==> config.mk <==
export PLATFORM = sky130hd
export DESIGN_NAME = iic_seq
export DESIGN_NICKNAME = d
export VERILOG_FILES = /design/src/rtl/iic_pkg.sv /design/src/rtl/iic_cmd_issuer.sv /design/src/rtl/iic_seq.sv
export SDC_FILE = /design/constraint.sdc
export NUM_CORES = 1
export LEC_CHECK = 0
export ABC_CLOCK_PERIOD_IN_PS = 1500
export CAP_MARGIN = 25
export CORE_UTILIZATION = 55
export CTS_BUF_LIST = sky130_fd_sc_hd__clkbuf_4
export CTS_CLUSTER_SIZE = 10
export DETAILED_ROUTE_END_ITERATION = 10
export DONT_BUFFER_PORTS = 1
export GPL_ROUTABILITY_DRIVEN = 0
export PLACE_DENSITY = 0.73
export SLEW_MARGIN = 20
export SYNTH_ARGS = -nofsm -noshare
export SYNTH_HDL_FRONTEND = slang
export SYNTH_SLANG_ARGS = --single-unit
==> constraint.sdc <==
create_clock -name clock -period 1.5 [get_ports clock]
set_input_delay 0.3 -clock clock [delete_from_list [all_inputs] [get_ports clock]]
set_output_delay 0.3 -clock clock [all_outputs]
set_load 0.01 [all_outputs]
==> src/rtl/iic_pkg.sv <==
// Shared encodings for the I2C transaction sequencer and its command issuer.
package iic_pkg;

  localparam int unsigned BYTE_W = 8;
  localparam int unsigned DEV_W  = 7;

  // Top-level transaction phases.
  typedef enum logic [3:0] {
    S_IDLE,
    S_A_W,
    S_R_ADR,
    S_WD,
    S_P1,
    S_A_R,
    S_RD,
    S_P2,
    S_FIN
  } seq_state_t;

  // Per-command phases of the issuer; IS_IDLE waits for the next go.
  typedef enum logic [1:0] {
    IS_IDLE,
    IS_ISSUE,
    IS_GUARD,
    IS_WAIT
  } iss_state_t;

  localparam logic IIC_RW_WRITE = 1'b0;
  localparam logic IIC_RW_READ  = 1'b1;

endpackage

==> src/rtl/iic_cmd_issuer.sv <==
// Issues one engine command (start+byte or stop), then waits for the engine
// to go idle with a bounded wait.
// Ports: go/is_stop/rw/din  command request (go is a 1-cycle pulse, idle only)
//        core_*             engine strobes and byte, core_busy/core_dout back
//        done               1-cycle pulse, command finished
//        timeout            1-cycle pulse, engine stayed busy too long
//        rx_byte            byte captured at the end of a read command
module iic_cmd_issuer
  import iic_pkg::*;
#(
  parameter int unsigned TIMEOUT = 4096
) (
  input  logic        clock,
  input  logic        reset_n,
  input  logic        go,
  input  logic        is_stop,
  input  logic        rw,
  input  logic [7:0]  din,
  input  logic        core_busy,
  input  logic [7:0]  core_dout,
  output logic        core_start,
  output logic        core_stop,
  output logic        core_rw,
  output logic [7:0]  core_din,
  output logic        done,
  output logic        timeout,
  output logic [7:0]  rx_byte
);

  localparam int unsigned CNT_W = (TIMEOUT > 1) ? $clog2(TIMEOUT) : 1;
  localparam logic [CNT_W-1:0] CNT_MAX = CNT_W'(TIMEOUT - 1);

  iss_state_t       state;
  logic [CNT_W-1:0] wait_cnt;

  // ISSUE strobes for one cycle, GUARD skips the engine's stale busy,
  // WAIT completes on the first idle cycle or aborts at the timeout.
  always_ff @(posedge clock) begin
    if (!reset_n) begin
      state      <= IS_IDLE;
      wait_cnt   <= '0;
      core_start <= 1'b0;
      core_stop  <= 1'b0;
      core_rw    <= 1'b0;
      core_din   <= '0;
      done       <= 1'b0;
      timeout    <= 1'b0;
      rx_byte    <= '0;
    end else begin
      done    <= 1'b0;
      timeout <= 1'b0;
      case (state)
        IS_IDLE: begin
          if (go) begin
            core_start <= ~is_stop;
            core_stop  <= is_stop;
            core_rw    <= rw;
            core_din   <= din;
            state      <= IS_ISSUE;
          end
        end
        IS_ISSUE: begin
          core_start <= 1'b0;
          core_stop  <= 1'b0;
          state      <= IS_GUARD;
        end
        IS_GUARD: begin
          wait_cnt <= '0;
          state    <= IS_WAIT;
        end
        IS_WAIT: begin
          if (!core_busy) begin
            done  <= 1'b1;
            state <= IS_IDLE;
            if (core_rw == IIC_RW_READ) rx_byte <= core_dout;
          end else if (wait_cnt == CNT_MAX) begin
            timeout <= 1'b1;
            state   <= IS_IDLE;
          end else begin
            wait_cnt <= wait_cnt + CNT_W'(1);
          end
        end
        default: state <= IS_IDLE;
      endcase
    end
  end

endmodule

==> src/rtl/iic_seq.sv <==
// Register-style I2C transaction sequencer in front of the byte engine.
// Write: S,dev+W,reg,data*N,P.  Read: S,dev+W,reg,P then S,dev+R,data*N,P.
// Ports: req_*            request handshake (dev, reg, len, rw)
//        wr_*             write-data stream in, rd_* read-data stream out
//        done / err       1-cycle completion / timeout-abort pulses
//        core_*           engine command strobes, byte out, byte in, busy
module iic_seq
  import iic_pkg::*;
#(
  parameter int unsigned LEN_W   = 4,
  parameter int unsigned TIMEOUT = 4096
) (
  input  logic             clock,
  input  logic             reset_n,
  input  logic             req_valid,
  output logic             req_ready,
  input  logic             req_rw,
  input  logic [6:0]       req_dev,
  input  logic [7:0]       req_reg,
  input  logic [LEN_W-1:0] req_len,
  input  logic             wr_valid,
  output logic             wr_ready,
  input  logic [7:0]       wr_data,
  output logic             rd_valid,
  input  logic             rd_ready,
  output logic [7:0]       rd_data,
  output logic             done,
  output logic             err,
  output logic             core_start,
  output logic             core_stop,
  output logic             core_rw,
  output logic [7:0]       core_din,
  input  logic [7:0]       core_dout,
  input  logic             core_busy
);

  seq_state_t        state;
  logic              issued;
  logic [LEN_W-1:0]  cnt;
  logic              lat_rw;
  logic [DEV_W-1:0]  lat_dev;
  logic [BYTE_W-1:0] lat_reg;

  logic              iss_go;
  logic              iss_stop;
  logic              iss_rw;
  logic [BYTE_W-1:0] iss_din;
  logic              iss_done;
  logic [BYTE_W-1:0] iss_byte;

  logic              cmd_stop_c;
  logic              cmd_rw_c;
  logic [BYTE_W-1:0] cmd_din_c;
  seq_state_t        next_c;

  // err comes straight from the issuer's registered timeout pulse.
  iic_cmd_issuer #(.TIMEOUT(TIMEOUT)) u_issuer (
    .clock      (clock),
    .reset_n    (reset_n),
    .go         (iss_go),
    .is_stop    (iss_stop),
    .rw         (iss_rw),
    .din        (iss_din),
    .core_busy  (core_busy),
    .core_dout  (core_dout),
    .core_start (core_start),
    .core_stop  (core_stop),
    .core_rw    (core_rw),
    .core_din   (core_din),
    .done       (iss_done),
    .timeout    (err),
    .rx_byte    (iss_byte)
  );

  // Command fields and follow-on phase for the current state.
  always_comb begin
    cmd_stop_c = 1'b0;
    cmd_rw_c   = IIC_RW_WRITE;
    cmd_din_c  = '0;
    next_c     = S_IDLE;
    case (state)
      S_A_W: begin
        cmd_din_c = {lat_dev, IIC_RW_WRITE};
        next_c    = S_R_ADR;
      end
      S_R_ADR: begin
        cmd_din_c = lat_reg;
        next_c    = (lat_rw == IIC_RW_READ || cnt == '0) ? S_P1 : S_WD;
      end
      S_WD: cmd_din_c = wr_data;
      S_P1: begin
        cmd_stop_c = 1'b1;
        next_c     = (lat_rw == IIC_RW_READ && cnt != '0) ? S_A_R : S_FIN;
      end
      S_A_R: begin
        cmd_din_c = {lat_dev, IIC_RW_READ};
        next_c    = S_RD;
      end
      S_RD: cmd_rw_c = IIC_RW_READ;
      S_P2: begin
        cmd_stop_c = 1'b1;
        next_c     = S_FIN;
      end
      default: next_c = S_IDLE;
    endcase
  end

  // Top sequencer; `issued` marks a command in flight with the issuer.
  always_ff @(posedge clock) begin
    if (!reset_n) begin
      state     <= S_IDLE;
      issued    <= 1'b0;
      cnt       <= '0;
      lat_rw    <= 1'b0;
      lat_dev   <= '0;
      lat_reg   <= '0;
      iss_go    <= 1'b0;
      iss_stop  <= 1'b0;
      iss_rw    <= 1'b0;
      iss_din   <= '0;
      req_ready <= 1'b1;
      wr_ready  <= 1'b0;
      rd_valid  <= 1'b0;
      rd_data   <= '0;
      done      <= 1'b0;
    end else begin
      iss_go <= 1'b0;
      done   <= 1'b0;
      if (err) begin
        // Timeout abort: back to idle, no stop issued.
        state     <= S_IDLE;
        issued    <= 1'b0;
        cnt       <= '0;
        wr_ready  <= 1'b0;
        rd_valid  <= 1'b0;
        req_ready <= 1'b1;
      end else begin
        case (state)
          S_IDLE: begin
            if (req_valid) begin
              lat_rw    <= req_rw;
              lat_dev   <= req_dev;
              lat_reg   <= req_reg;
              cnt       <= req_len;
              req_ready <= 1'b0;
              state     <= S_A_W;
            end
          end
          S_A_W, S_R_ADR, S_P1, S_A_R, S_P2: begin
            if (!issued) begin
              iss_go   <= 1'b1;
              iss_stop <= cmd_stop_c;
              iss_rw   <= cmd_rw_c;
              iss_din  <= cmd_din_c;
              issued   <= 1'b1;
            end else if (iss_done) begin
              issued <= 1'b0;
              state  <= next_c;
              if (next_c == S_FIN) done <= 1'b1;
            end
          end
          S_WD: begin
            // Engine is parked between bytes, so no timeout while waiting here.
            if (!issued) begin
              if (wr_ready && wr_valid) begin
                wr_ready <= 1'b0;
                iss_go   <= 1'b1;
                iss_stop <= cmd_stop_c;
                iss_rw   <= cmd_rw_c;
                iss_din  <= cmd_din_c;
                issued   <= 1'b1;
              end else begin
                wr_ready <= 1'b1;
              end
            end else if (iss_done) begin
              issued <= 1'b0;
              cnt    <= cnt - LEN_W'(1);
              state  <= (cnt == LEN_W'(1)) ? S_P1 : S_WD;
            end
          end
          S_RD: begin
            // Next byte is not requested until the current one is taken.
            if (rd_valid) begin
              if (rd_ready) begin
                rd_valid <= 1'b0;
                state    <= (cnt == '0) ? S_P2 : S_RD;
              end
            end else if (!issued) begin
              iss_go   <= 1'b1;
              iss_stop <= cmd_stop_c;
              iss_rw   <= cmd_rw_c;
              iss_din  <= cmd_din_c;
              issued   <= 1'b1;
            end else if (iss_done) begin
              issued   <= 1'b0;
              rd_data  <= iss_byte;
              rd_valid <= 1'b1;
              cnt      <= cnt - LEN_W'(1);
            end
          end
          S_FIN: begin
            req_ready <= 1'b1;
            state     <= S_IDLE;
          end
          default: state <= S_IDLE;
        endcase
      end
    end
  end

endmodule

## Word level (Yosys, flattened, before mapping)

Index checks and enable logic that the tools add are counted.

- Register bits: 83
- Input bits: 42
- Output and inout port bits: 24
- Logic and storage cells: 160

- Add/sub/neg operators: 2
- Eq/ne operators: 28
- Mux-type cells: 67
- Bitwise gates (word level): 8
- Reduce and logical (&&, ||, !) cells: 31

Operators with widths:

| cell | number |
|---|---|
| two-way mux 4 bit | 12 |
| two-way mux 8 bit | 4 |
| case mux 8 bit (4 select lines) | 1 |
| two-way mux 1 bit | 30 |
| two-way mux 12 bit | 2 |
| case mux 12 bit (2 select lines) | 1 |
| case mux 8 bit (3 select lines) | 1 |
| != test 2 bit, second input constant | 11 |
| case mux 4 bit (5 select lines) | 1 |
| equality test 4 x 3 -> 1 bit, second input constant | 4 |
| case mux 4 bit (4 select lines) | 1 |
| AND reduction 3 bit | 5 |
| AND reduction 2 bit | 7 |
| adder 12 x 1 -> 12 bit, second input constant | 1 |
| equality test 12 bit, second input constant | 1 |
| case mux 1 bit (3 select lines) | 4 |
| case mux 4 bit (3 select lines) | 1 |
| AND reduction 5 bit | 2 |
| OR reduction 5 bit | 2 |
| equality test 4 x 1 -> 1 bit, second input constant | 2 |
| equality test 4 x 2 -> 1 bit, second input constant | 2 |
| equality test 4 bit, second input constant | 2 |
| logical NOT 4 bit | 2 |
| NOT 1 bit | 8 |
| 17 further kinds | 29 |

## Depth between registers and ports, before layout

Gate-level depths: netlist of run 1.

- Word-level depth: 7
- Gate-level depth with buffers: 7
- Depth with buffers taken out: 6

## Cells and area by module

Synthesis of run 1 repeated with hierarchy kept, for this count alone.

- Cells, all modules: 459
- Area total of the unflattened synthesis: 4136.5 um^2

Modules (own cells, without submodules):

| module | times used | cells each | area each (um^2) | seq. area each (um^2) |
|---|---|---|---|---|
| iic_seq | 1 | 272 | 2474.9 | 960.9 |
| iic_cmd_issuer | 1 | 187 | 1661.6 | 700.7 |

## Worst setup path after synthesis of run 1

Ideal clock, no wire load.

- Path type: reg2reg
- From: reg cnt[0]
- To: reg state[1]
- Library setup time: 0.133 ns
- Arrival time: 1.536 ns
- Required time: 1.367 ns
- Setup slack: -0.168 ns
- Stages on the path, launching flop included: 7
- Buffers on the path: 0
- Clock period less this slack: 1.668 ns
- Cells stage by stage: dfxtp_1 -> inv_1 -> ha_1 -> or3b_2 -> a32o_2 -> nor3_1 -> a211oi_2

- Longest elaborated chain between the ends: 7
- Elaborated cells between the ends (all ways): 11
- Classes of those cells: eq/ne: 1; mux: 8; reduce/logical: 2

RTL lines:

| element | RTL line | text |
|---|---|---|
| from (decl) | iic_seq.sv:39 | `logic [LEN_W-1:0] cnt;` |
| from (signal assigned) | iic_seq.sv:144 | `cnt <= req_len;` |
| from (signal assigned) | iic_seq.sv:177 | `cnt <= cnt - LEN_W'(1);` |
| from (signal assigned) | iic_seq.sv:198 | `cnt <= cnt - LEN_W'(1);` |
| logical NOT 4 bit | iic_seq.sv:88 | `next_c = (lat_rw == IIC_RW_READ \|\| cnt == '0) ? S_P1 : S_WD;` |
| logical OR 1 bit | iic_seq.sv:88 |  |
| two-way mux 3 bit | iic_seq.sv:88 |  |
| case mux 4 bit (5 select lines) | iic_seq.sv:81 | `case (state)` |
| two-way mux 4 bit | iic_seq.sv:156 | `end else if (iss_done) begin` |
| two-way mux 4 bit | iic_seq.sv:150 | `if (!issued) begin` |
| case mux 4 bit (4 select lines) * | iic_seq.sv:138 | `case (state)` |
| to (signal assigned) | iic_seq.sv:158 | `state <= next_c;` |
| to (signal assigned) | iic_seq.sv:178 | `state <= (cnt == LEN_W'(1)) ? S_P1 : S_WD;` |
| to (signal assigned) | iic_seq.sv:186 | `state <= (cnt == '0) ? S_P2 : S_RD;` |
| to (decl) | iic_seq.sv:37 | `seq_state_t state;` |

Every way passes the cells marked *; elsewhere a longest branch is shown, timed or not. The select of a mux whose other input is x is not followed.
A chain may end at the register's enable or synchronous reset.

## Worst setup path in the final report of run 1

- From: reg state[0]
- To: reg cnt[3]

- Longest elaborated chain between the ends: 3
- Elaborated cells between the ends (all ways): 8
- Classes of those cells: eq/ne: 4; mux: 1; reduce/logical: 3

RTL lines:

| element | RTL line |
|---|---|
| equality test 4 x 3 -> 1 bit, or another cell as far along | iic_seq.sv:138 |
| != test 2 bit (no source line) / nonzero test 3 bit (equally long branches) | -- |
| AND reduction 3 bit (no source line) | -- |

Several ways; a longest one is shown, not always the timed one.

==> impl_metrics.toml, run 1 <==
[run_status]
status = "finished with violations"
violations = "setup timing"

[synthesis]
synth.net_count = 479
synth_top_area_share_pct = 42.70
synth_most_common_cell = "dfxtp_1"
synthTopCellsByCount = "83 x dfxtp_1, 49 x nand2_1, 44 x a21oi_1"
synth-edff-count = 0
synth_area_leaders = "dfxtp_1 43%, mux2i_1 7.5%, a21oi_1 5.7%"
synth_top_area_cell = "dfxtp_1"
syn-cell-area_um2 = 3891
yosysWarningCount = 0
synth_cells = 429
synth_flop_cell = "dfxtp_1"
ys_types = 68
ys_seq_elements = 83
yosysSeqAreaShare_pct = 42.70
synth.avg_cell_area_um2 = 9.070
async_flop_share_pct = 0

[critical_path]
cpLargestDelayFamily = "simple AND/OR/NAND/NOR gates"
start_kind = "register"
worstPathMaxFanout = 6
critPathArrivalTime_ns = 1.96
worstPathCellList = "buf_6 > nor4_4 > a32oi_1 > buf_4 > and2_4 > o32ai_2"
cp_slowest_cell = "dfxtp_4"
reg2reg_setup_slack_ns = -0.13
path_buf_inv = 2
end_kind = "register"
cpPeakStageDelay_ns = 0.40
crit_type = "reg -> reg"
crit_required_ns = 1.83

[clocking]
cts_buffers = 9
cts_buffer_depth = 2
clk_pin_slew_ns = 0.15
cts_root_buffer = "clkbuf_4"
clkLatencyLatePin_ns = 0.42
cts_tree = "yes"
h-tree-depth = 3
cts.sinks = 83

[global_route]
overflow = 0
grt_pass1_wl_mm = 16.68
grt_pass1_vias = 3532
grt.total_usage_pct = 28.55
grt_max_degree = 56
antenna_found_initial = 0

[place]
portBuffers = 0
place_ws_ns = -0.2143
post_dp_cell_area_um2 = 4528
dp_hpwl_mm = 6.886

[layout]
n_antenna_cell = 0
area_growth_pct = 35.11
final_layout_size_suffix_gt1_share_pct = 40.71
nets = 551
largest_register = "u_issuer.wait_cnt"
largest_register_ffs = 12
final_area_um2 = 5258
postLayoutCoreUtil_pct = 76.96

[route]
viasPerCell = 6.003
wl_mm = 10.64
firstDrtPassIters = 6
drtIter0Drc = 285
ant_nets = 0
vias = 3614
drcViolationCount = 0
post_drt_wl_per_cell_um = 17.68

[job]
cap_violations = 0

[power_and_ir_drop]
power.net_switching_w = 0.002898
ir_drop_mv = 0.9939
power.internal_w = 0.004643
clkPwrFrac_pct = 15.5
sw_frac_of_total_pct = 38.43
p_comb_share_pct = 45.7
powerDensity_nw_per_um2 = 1434
p_seq_share_pct = 38.8
power.leakage_nw = 2.051

[floorplan]
fp-row-count = 30
die_h_um = 86.11
die_area_um2 = 7415
die-width_um = 86.11
core-area_um2 = 6832
io_pins = 66
start_util_pct = 56.96

[sta]
slew_headroom_pct = 70.99
setup_viol = 49
hold_slack_ns = 0.02145
tightest_slew_ns = 0.4318
period_share_pct = 108.7
slew_violations = 0
layout_setup_ws_ns = -0.1301
rsz0062_at_grt = "yes"
max_freq_mhz = 613.5
timing.final.crit_period_ns = 1.630
clock_skew_ns = 0.01968
hold_viol_final = 0

[hold_path]
hold_class = "in -> reg"
-- cell type report --
type | count | area [um^2]
clock buffer | 9 | 67.56
tap | 96 | 120.1
clock inverter | 7 | 51.30
inverter | 14 | 60.06
fill | 464 | 1574
sequential | 83 | 1707
timing repair buffer | 86 | 747.0
multi-input combinational | 307 | 2505
-- layer usage --
| metal | GRT usage (%) | wire (um) |
|---|---|---|
| met1 | 35.74 | 4360 |
| met2 | 47.19 | 5248 |
| met3 | 6.737 | 810 |
| met4 | 11.82 | 223 |
| met5 | 0 | 0 |
-- worst reg2reg max path, cell delays in order, from the launching register on --
cell	delay, ns
dfxtp_4	0.40
buf_6	0.14
nor4_4	0.31
a32oi_1	0.10
buf_4	0.18
and2_4	0.18
o32ai_2	0.24
-- placed cells by master (no fill, tap or decap), types with 4 or more instances in the layout --
| master | instances |
|---|---|
| dfxtp_2 | 6 |
| nor2_1 | 36 |
| mux2i_1 | 29 |
| nand2b_1 | 4 |
| a21oi_1 | 35 |
| nand2_1 | 46 |
| nor3_1 | 5 |
| a222oi_1 | 7 |
| a211oi_1 | 6 |
| buf_4 | 66 |
| o21ai_2 | 8 |
| ha_4 | 5 |
| a211oi_2 | 4 |
| a21oi_2 | 10 |
| dfxtp_4 | 10 |
| buf_6 | 13 |
| clkbuf_4 | 9 |
| nand3_1 | 5 |
| o21ai_0 | 5 |
| dfxtp_1 | 67 |
| and2_4 | 4 |
| inv_1 | 10 |
-- final timing paths --
check,startpoint,to,depth (start not counted)
min reg2reg,u_issuer.rx_byte[4],rd_data[4],2
max,state[0],cnt[3],6
min,req_reg[0],lat_reg[0],2
max reg2reg,state[0],cnt[3],6
-- power by group through the flow --
stage	logic, W	clock network (W)	registers (W)
2_1_floorplan	0.00194	0	0.00283
3_3_place_gp	0.00266	0	0.00289
3_5_place_dp	0.00272	0	0.00291
4_1_cts	0.00306	0.00119	0.00290
5_1_grt	0.00369	0.00129	0.00297
6_report	0.00345	0.00117	0.00292
-- per-stage QoR --
stage / cells / power [W] / TNS (ns)
2_1_floorplan: 429 / 0.004769 / -0.006244
3_3_place_gp: 569 / 0.005557 / -2.429
3_5_place_dp: 569 / 0.005633 / -4.040
4_1_cts: 595 / 0.007142 / -0.9687
5_1_grt: 602 / 0.007946 / -4.718
6_report: 602 / 0.007541 / -2.147
-- what timing repair did --
action	CTS	global route
hold buffers	2	1
setup endpoints to repair	45	67
buffers inserted	6	7
gates resized for setup	67	60
hold endpoints to repair	3	1
pin swaps	30	30
gates cloned	2	0
-- cell families (layout without fill, tap and decap cells) --
logic type	after synthesis	count (layout)	share of synthesized area (%)
simple gates	154	154	21.77
compound gates	115	115	20.64
flops	83	83	42.70
buf+inv	39	116	4.630
mux	29	29	7.460
fa+ha+maj	8	8	2.572
xor+xnor	1	1	0.2251
Power figures use the tool's default switching activity.
==> run 2: changes to the inputs <==
- SYNTH_HIERARCHICAL: unset -> 1
==> impl_metrics.toml, run 2 <==
[run_status]
status = "finished with violations"
violations = "setup timing"

[route]
m1WireLength_mm = 4.917
ant_nets = 0
firstDrtPassIters = 5
drcViolationCount = 0
route.met3.wl_um = 637
vias = 3937
viasPerCell = 5.965
post_drt_wl_per_cell_um = 17.97
wl_met2_mm = 5.989
drtIter0Drc = 222
wl_mm = 11.86
highest_layer = "met4"

[critical_path]
crit_type = "reg -> reg"
regToRegStartpoint = "state[2]"
end_kind = "register"
critPathArrivalTime_ns = 2.08
start_kind = "register"
cpLargestDelayFamily = "simple AND/OR/NAND/NOR gates"
crit_required_ns = 1.83
worstPathCellList = "nor4_2 > buf_4 > a22o_1 > nor3_2 > mux2_4"
worstPathMaxFanout = 4
cp_slowest_cell = "dfxtp_4"
reg2reg_depth = 5
cpPeakStageDelay_ns = 0.39
regToRegEndpoint = "state[1]"
worstSetupPathDepth = 5
reg2reg_setup_slack_ns = -0.26
path_buf_inv = 1

[sta]
finalSetupTns_ns = -7.507
slew_violations = 0
setup_viol = 46
timing.final.crit_period_ns = 1.757
hold_slack_ns = 0.01910
hold_viol_final = 0
slew_headroom_pct = 73.65
rsz0062_at_grt = "yes"
clock_skew_ns = 0.02476
tightest_slew_ns = 0.3941
max_freq_mhz = 569.2
period_share_pct = 117.1
layout_setup_ws_ns = -0.2569

[synthesis]
synth_cells = 459
synth_top_area_share_pct = 40.17
synthTopCellsByCount = "83 x dfxtp_1, 49 x a21oi_1, 40 x nand2_1"
ys_types = 64
ys_seq_elements = 83
yosysWarningCount = 6
synth_flop_cell = "dfxtp_1"
synth_area_leaders = "dfxtp_1 40%, mux2i_1 9.4%, a21oi_1 5.9%"
synth-edff-count = 0
async_flop_share_pct = 0
synth.avg_cell_area_um2 = 9.012
synth_most_common_cell = "dfxtp_1"
yosysSeqAreaShare_pct = 40.17
synth.net_count = 509
synth_top_area_cell = "dfxtp_1"
syn-cell-area_um2 = 4136

[place]
place_ws_ns = -0.3060
dp_hpwl_mm = 7.343
portBuffers = 0

[hold_path]
hold_class = "in -> reg"
holdCritStartpoint = "req_reg[6]"
whs_path_depth = 2
worstHoldEndpoint = "lat_reg[6]"

[global_route]
overflow = 0
grt_pass1_vias = 3674
grt_max_degree = 31
grt.total_usage_pct = 28.06
antenna_found_initial = 0
grt_pass1_wl_mm = 17.06

[layout]
largest_register = "u_issuer/wait_cnt"
nets = 606
layout_commonest_cell = "buf_4"
final_layout_size_suffix_gt1_share_pct = 36.72
area_growth_pct = 36.72
n_antenna_cell = 0
largest_register_ffs = 12
layout_common_cells = "80 x buf_4, 66 x dfxtp_1, 44 x a21oi_1, 38 x nor2_1, 38 x mux2i_1"
postLayoutCoreUtil_pct = 77.97

[floorplan]
die-width_um = 88.72
core-area_um2 = 7253
start_util_pct = 57.03
die_area_um2 = 7871
fp-row-count = 31
io_pins = 66
die_h_um = 88.72

[clocking]
cts_tree = "yes"
cts_buffers = 9
cts_root_buffer = "clkbuf_4"
clk_pin_slew_ns = 0.16
clkLatencyLatePin_ns = 0.44
cts_buffer_depth = 2
h-tree-depth = 3
cts.sinks = 83

[power_and_ir_drop]
power.leakage_nw = 2.263
power.internal_w = 0.005022
clkPwrFrac_pct = 16.2
powerDensity_nw_per_um2 = 1445
ir_drop_mv = 1.107
p_comb_share_pct = 50.6
power.net_switching_w = 0.003151
sw_frac_of_total_pct = 38.55
p_seq_share_pct = 33.2

[job]
cap_violations = 0
-- run 2: cell count changes after synthesis, moves of 5 or more --
| cell | delta |
|---|---|
| nand3b_1 | +8 |
| a21oi_1 | +5 |
| nand2_1 | -9 |
| a311oi_2 | +7 |
| a311oi_1 | +8 |
| a222oi_1 | -7 |
| a211oi_1 | -8 |
| nand2b_1 | +10 |
| mux2i_1 | +10 |
-- run 2: area by class of cell --
type	instances	area, um^2
Multi-Input combinational cell	330	2570
Sequential cell	83	1695
Fill cell	492	1598
Timing Repair Buffer	119	1071
Tap cell	99	123.9
Clock inverter	7	73.82
Clock buffer	9	67.56
Inverter	13	53.80
-- run 2: power by group through the flow --
stage | registers [W] | logic, W | clock network (W)
floorplan | 0.00263 | 0.00196 | 0
global placement | 0.00267 | 0.00292 | 0
detailed placement | 0.00269 | 0.00302 | 0
CTS | 0.00267 | 0.00335 | 0.00134
global route | 0.00274 | 0.00440 | 0.00144
finish | 0.00271 | 0.00414 | 0.00132
-- run 2: stage by stage --
| step | std cells | instance area (um^2) | power [W] |
|---|---|---|---|
| after CTS | 647 | 5325 | 0.007363 |
| after detailed placement | 612 | 4818 | 0.005711 |
| after floorplan | 459 | 4183 | 0.004593 |
| final | 660 | 5655 | 0.008172 |
| after global routing | 660 | 5655 | 0.008578 |
| after global placement | 612 | 4818 | 0.005594 |
-- run 2: logic make-up after synthesis --
family / synth area share (%)
compound gates: 19.75
xor+xnor: 0.4235
fa+ha+maj: 2.420
buf+inv: 5.293
flops: 40.17
mux: 9.982
simple gates: 21.96
-- run 2: layer usage --
| layer | GRT usage [%] | vias up |
|---|---|---|
| met5 | 0 | - |
| met4 | 11.29 | 0 |
| met3 | 7.369 | 26 |
| met2 | 47.69 | 128 |
| met1 | 33.74 | 1913 |
| li1 | - | 1870 |
-- run 2: worst max-delay path by stage --
stage,startpoint,end,slack (ns)
2_1_floorplan,state[0],rd_data[1],-0.16
3_3_place_gp,state[2],state[1],-0.20
3_5_place_dp,state[1],rd_data[4],-0.31
4_1_cts,state[3],cnt[3],-0.18
5_1_grt,state[2],lat_dev[6],-0.28
6_report,state[2],state[1],-0.26
-- run 2: repair_timing --
action	4_1_cts	5_1_grt
pin swaps	10	33
setup buffers	2	8
gates resized for setup	50	62
gates cloned	1	2
hold buffers	16	5
hold endpoints to repair	20	5
endpoints found under the setup margin	64	68
==> run 3: changes to the inputs <==
- CELL_PAD_IN_SITES_DETAIL_PLACEMENT: unset -> 0
- CELL_PAD_IN_SITES_GLOBAL_PLACEMENT: unset -> 1
- CORE_UTILIZATION: 55 -> 45
- PLACE_DENSITY: 0.73 -> unset
- PLACE_DENSITY_LB_ADDON: unset -> 0.1
==> impl_metrics.toml, run 3 (synthesis results as in run 2) <==
[power_and_ir_drop]
powerDensity_nw_per_um2 = 1474
p_comb_share_pct = 51.5
power.net_switching_w = 0.003283
finalPower_w = 0.008866
sw_frac_of_total_pct = 37.02
power.internal_w = 0.005584
ir_drop_mv = 0.6863
clkPwrFrac_pct = 17.9
power.leakage_nw = 2.415
p_seq_share_pct = 30.7

[sta]
hold_viol_final = 0
slew_violations = 0
rsz0062_at_grt = "yes"
max_freq_mhz = 578.4
clock_skew_ns = 0.01390
finalSetupTns_ns = -4.487
tightest_slew_ns = 0.4610
layout_setup_ws_ns = -0.2289
timing.final.crit_period_ns = 1.729
setup_viol = 44
period_share_pct = 115.3
slew_headroom_pct = 69.27
hold_slack_ns = 0.01888

[route]
drcViolationCount = 4
firstDrtPassIters = 8
drtIter0Drc = 136
post_drt_wl_per_cell_um = 17.44
wl_mm = 11.94
viasPerCell = 5.696
vias = 3902
ant_nets = 0

[layout]
area_growth_pct = 45.40
fillers = 723
seqCellArea_um2 = 1695
largest_register_ffs = 12
final_area_um2 = 6015
largest_register = "u_issuer/wait_cnt"
n_antenna_cell = 0
nets = 622
multi_input_area_um2 = 2710
layout_common_cells = "78 x buf_4, 68 x dfxtp_1, 40 x a21oi_1, 39 x mux2i_1, 38 x nor2_1"
final_layout_size_suffix_gt1_share_pct = 39.17
layout_commonest_cell = "buf_4"

[hold_path]
hold_class = "in -> reg"

[clocking]
cts_buffer_depth = 2
cts.sinks = 83
cts_buffers = 9
clkLatencyLatePin_ns = 0.45
cts_root_buffer = "clkbuf_4"
h-tree-depth = 3
cts_tree = "yes"
clk_pin_slew_ns = 0.14

[critical_path]
critPathArrivalTime_ns = 2.08
worstPathMaxFanout = 7
crit_type = "reg -> reg"
crit_top_cell = "buf_6"
end_kind = "register"
cpPeakStageDelay_ns = 0.41
path_buf_inv = 3
crit_required_ns = 1.85
cp_slowest_cell = "dfxtp_4"
worstPathCellList = "buf_6 > and4bb_2 > a211oi_4 > buf_6 > buf_12 > a21oi_2 > a311oi_1"
reg2reg_setup_slack_ns = -0.23
cpLargestDelayFamily = "compound AO/OA/AOI/OAI gates"
start_kind = "register"

[floorplan]
die_h_um = 97.88
die_area_um2 = 9580
fp-row-count = 34
die-width_um = 97.88
core-area_um2 = 8806
start_util_pct = 46.97
io_pins = 66

[place]
dp_hpwl_mm = 7.503
place_ws_ns = -0.2223
portBuffers = 0
post_dp_cell_area_um2 = 4842

[global_route]
grt_max_degree = 31
grt.total_usage_pct = 24.27
grt_pass1_vias = 3903
overflow = 0
grt_pass1_wl_mm = 18.57
antenna_found_initial = 0

[job]
cap_violations = 0

[run_status]
status = "finished with violations"
violations = "DRC, setup timing"
==> run 3: changes by cell type in the layout (fill, tap and decap cells not counted), moves of 4 or more <==
cell           before  now
a21oi_1            44   40
dlygate4sd3_1      21   26
nand2_2             0    5
nor4_1              5    0
buf_6              12   23
o21ai_0             5    9
==> run 3: path summary, 6_finish.rpt <==
kind | from | end | cells past startpoint
setup reg to reg | state[2] | iss_din[1] | 7
setup / recovery | state[2] | iss_din[1] | 7
hold / removal | core_dout[2] | u_issuer/rx_byte[2] | 2
hold reg to reg | iss_rw | iss_rw | 2
==> run 3: metrics by stage <==
stage / utilization [%] / instances
3_3_place_gp: 54.99 / 621
6_report: 68.30 / 685
5_1_grt: 68.30 / 685
2_1_floorplan: - / 459
3_5_place_dp: 54.99 / 621
4_1_cts: 62.69 / 672
==> run 3: per-layer routing <==
metal / vias up / track usage, % / wire (um)
li1: 1896 / - / -
met1: 1871 / 28.72 / 5081
met2: 119 / 43.07 / 6027
met3: 16 / 6.729 / 654
met4: 0 / 6.294 / 181
met5: - / 0 / 0
==> run 3: timing repair <==
item	CTS	global route
endpoints found under the setup margin	59	67
hold buffers	26	0
pin swaps	13	33
setup buffers	7	14
gates resized for setup	46	89
cloned	2	1
endpoints found under the hold margin	31	0
==> run 3: area by class of cell <==
cell class	instances	area share, %
Multi-Input combinational cell	330	45.06
Sequential cell	83	28.19
Timing Repair Buffer	135	20.78
Tap cell	108	2.247
Clock inverter	7	1.747
Clock buffer	9	1.123
Inverter	13	0.8529
==> run 3: worst register-to-register path: stages, from the launching register on <==
cell and delay [ns]:
dfxtp_4 0.41, buf_6 0.12, and4bb_2 0.26, a211oi_4 0.26, buf_6 0.15, buf_12 0.12, a21oi_2 0.05, a311oi_1 0.27
==> run 3: power groups by stage <==
stage | registers, W | logic [W] | clock network (W)
5_1_grt | 0.00275 | 0.00487 | 0.00172
2_1_floorplan | 0.00263 | 0.00196 | 0
6_report | 0.00272 | 0.00456 | 0.00158
3_5_place_dp | 0.00270 | 0.00302 | 0
3_3_place_gp | 0.00268 | 0.00299 | 0
4_1_cts | 0.00267 | 0.00358 | 0.00163
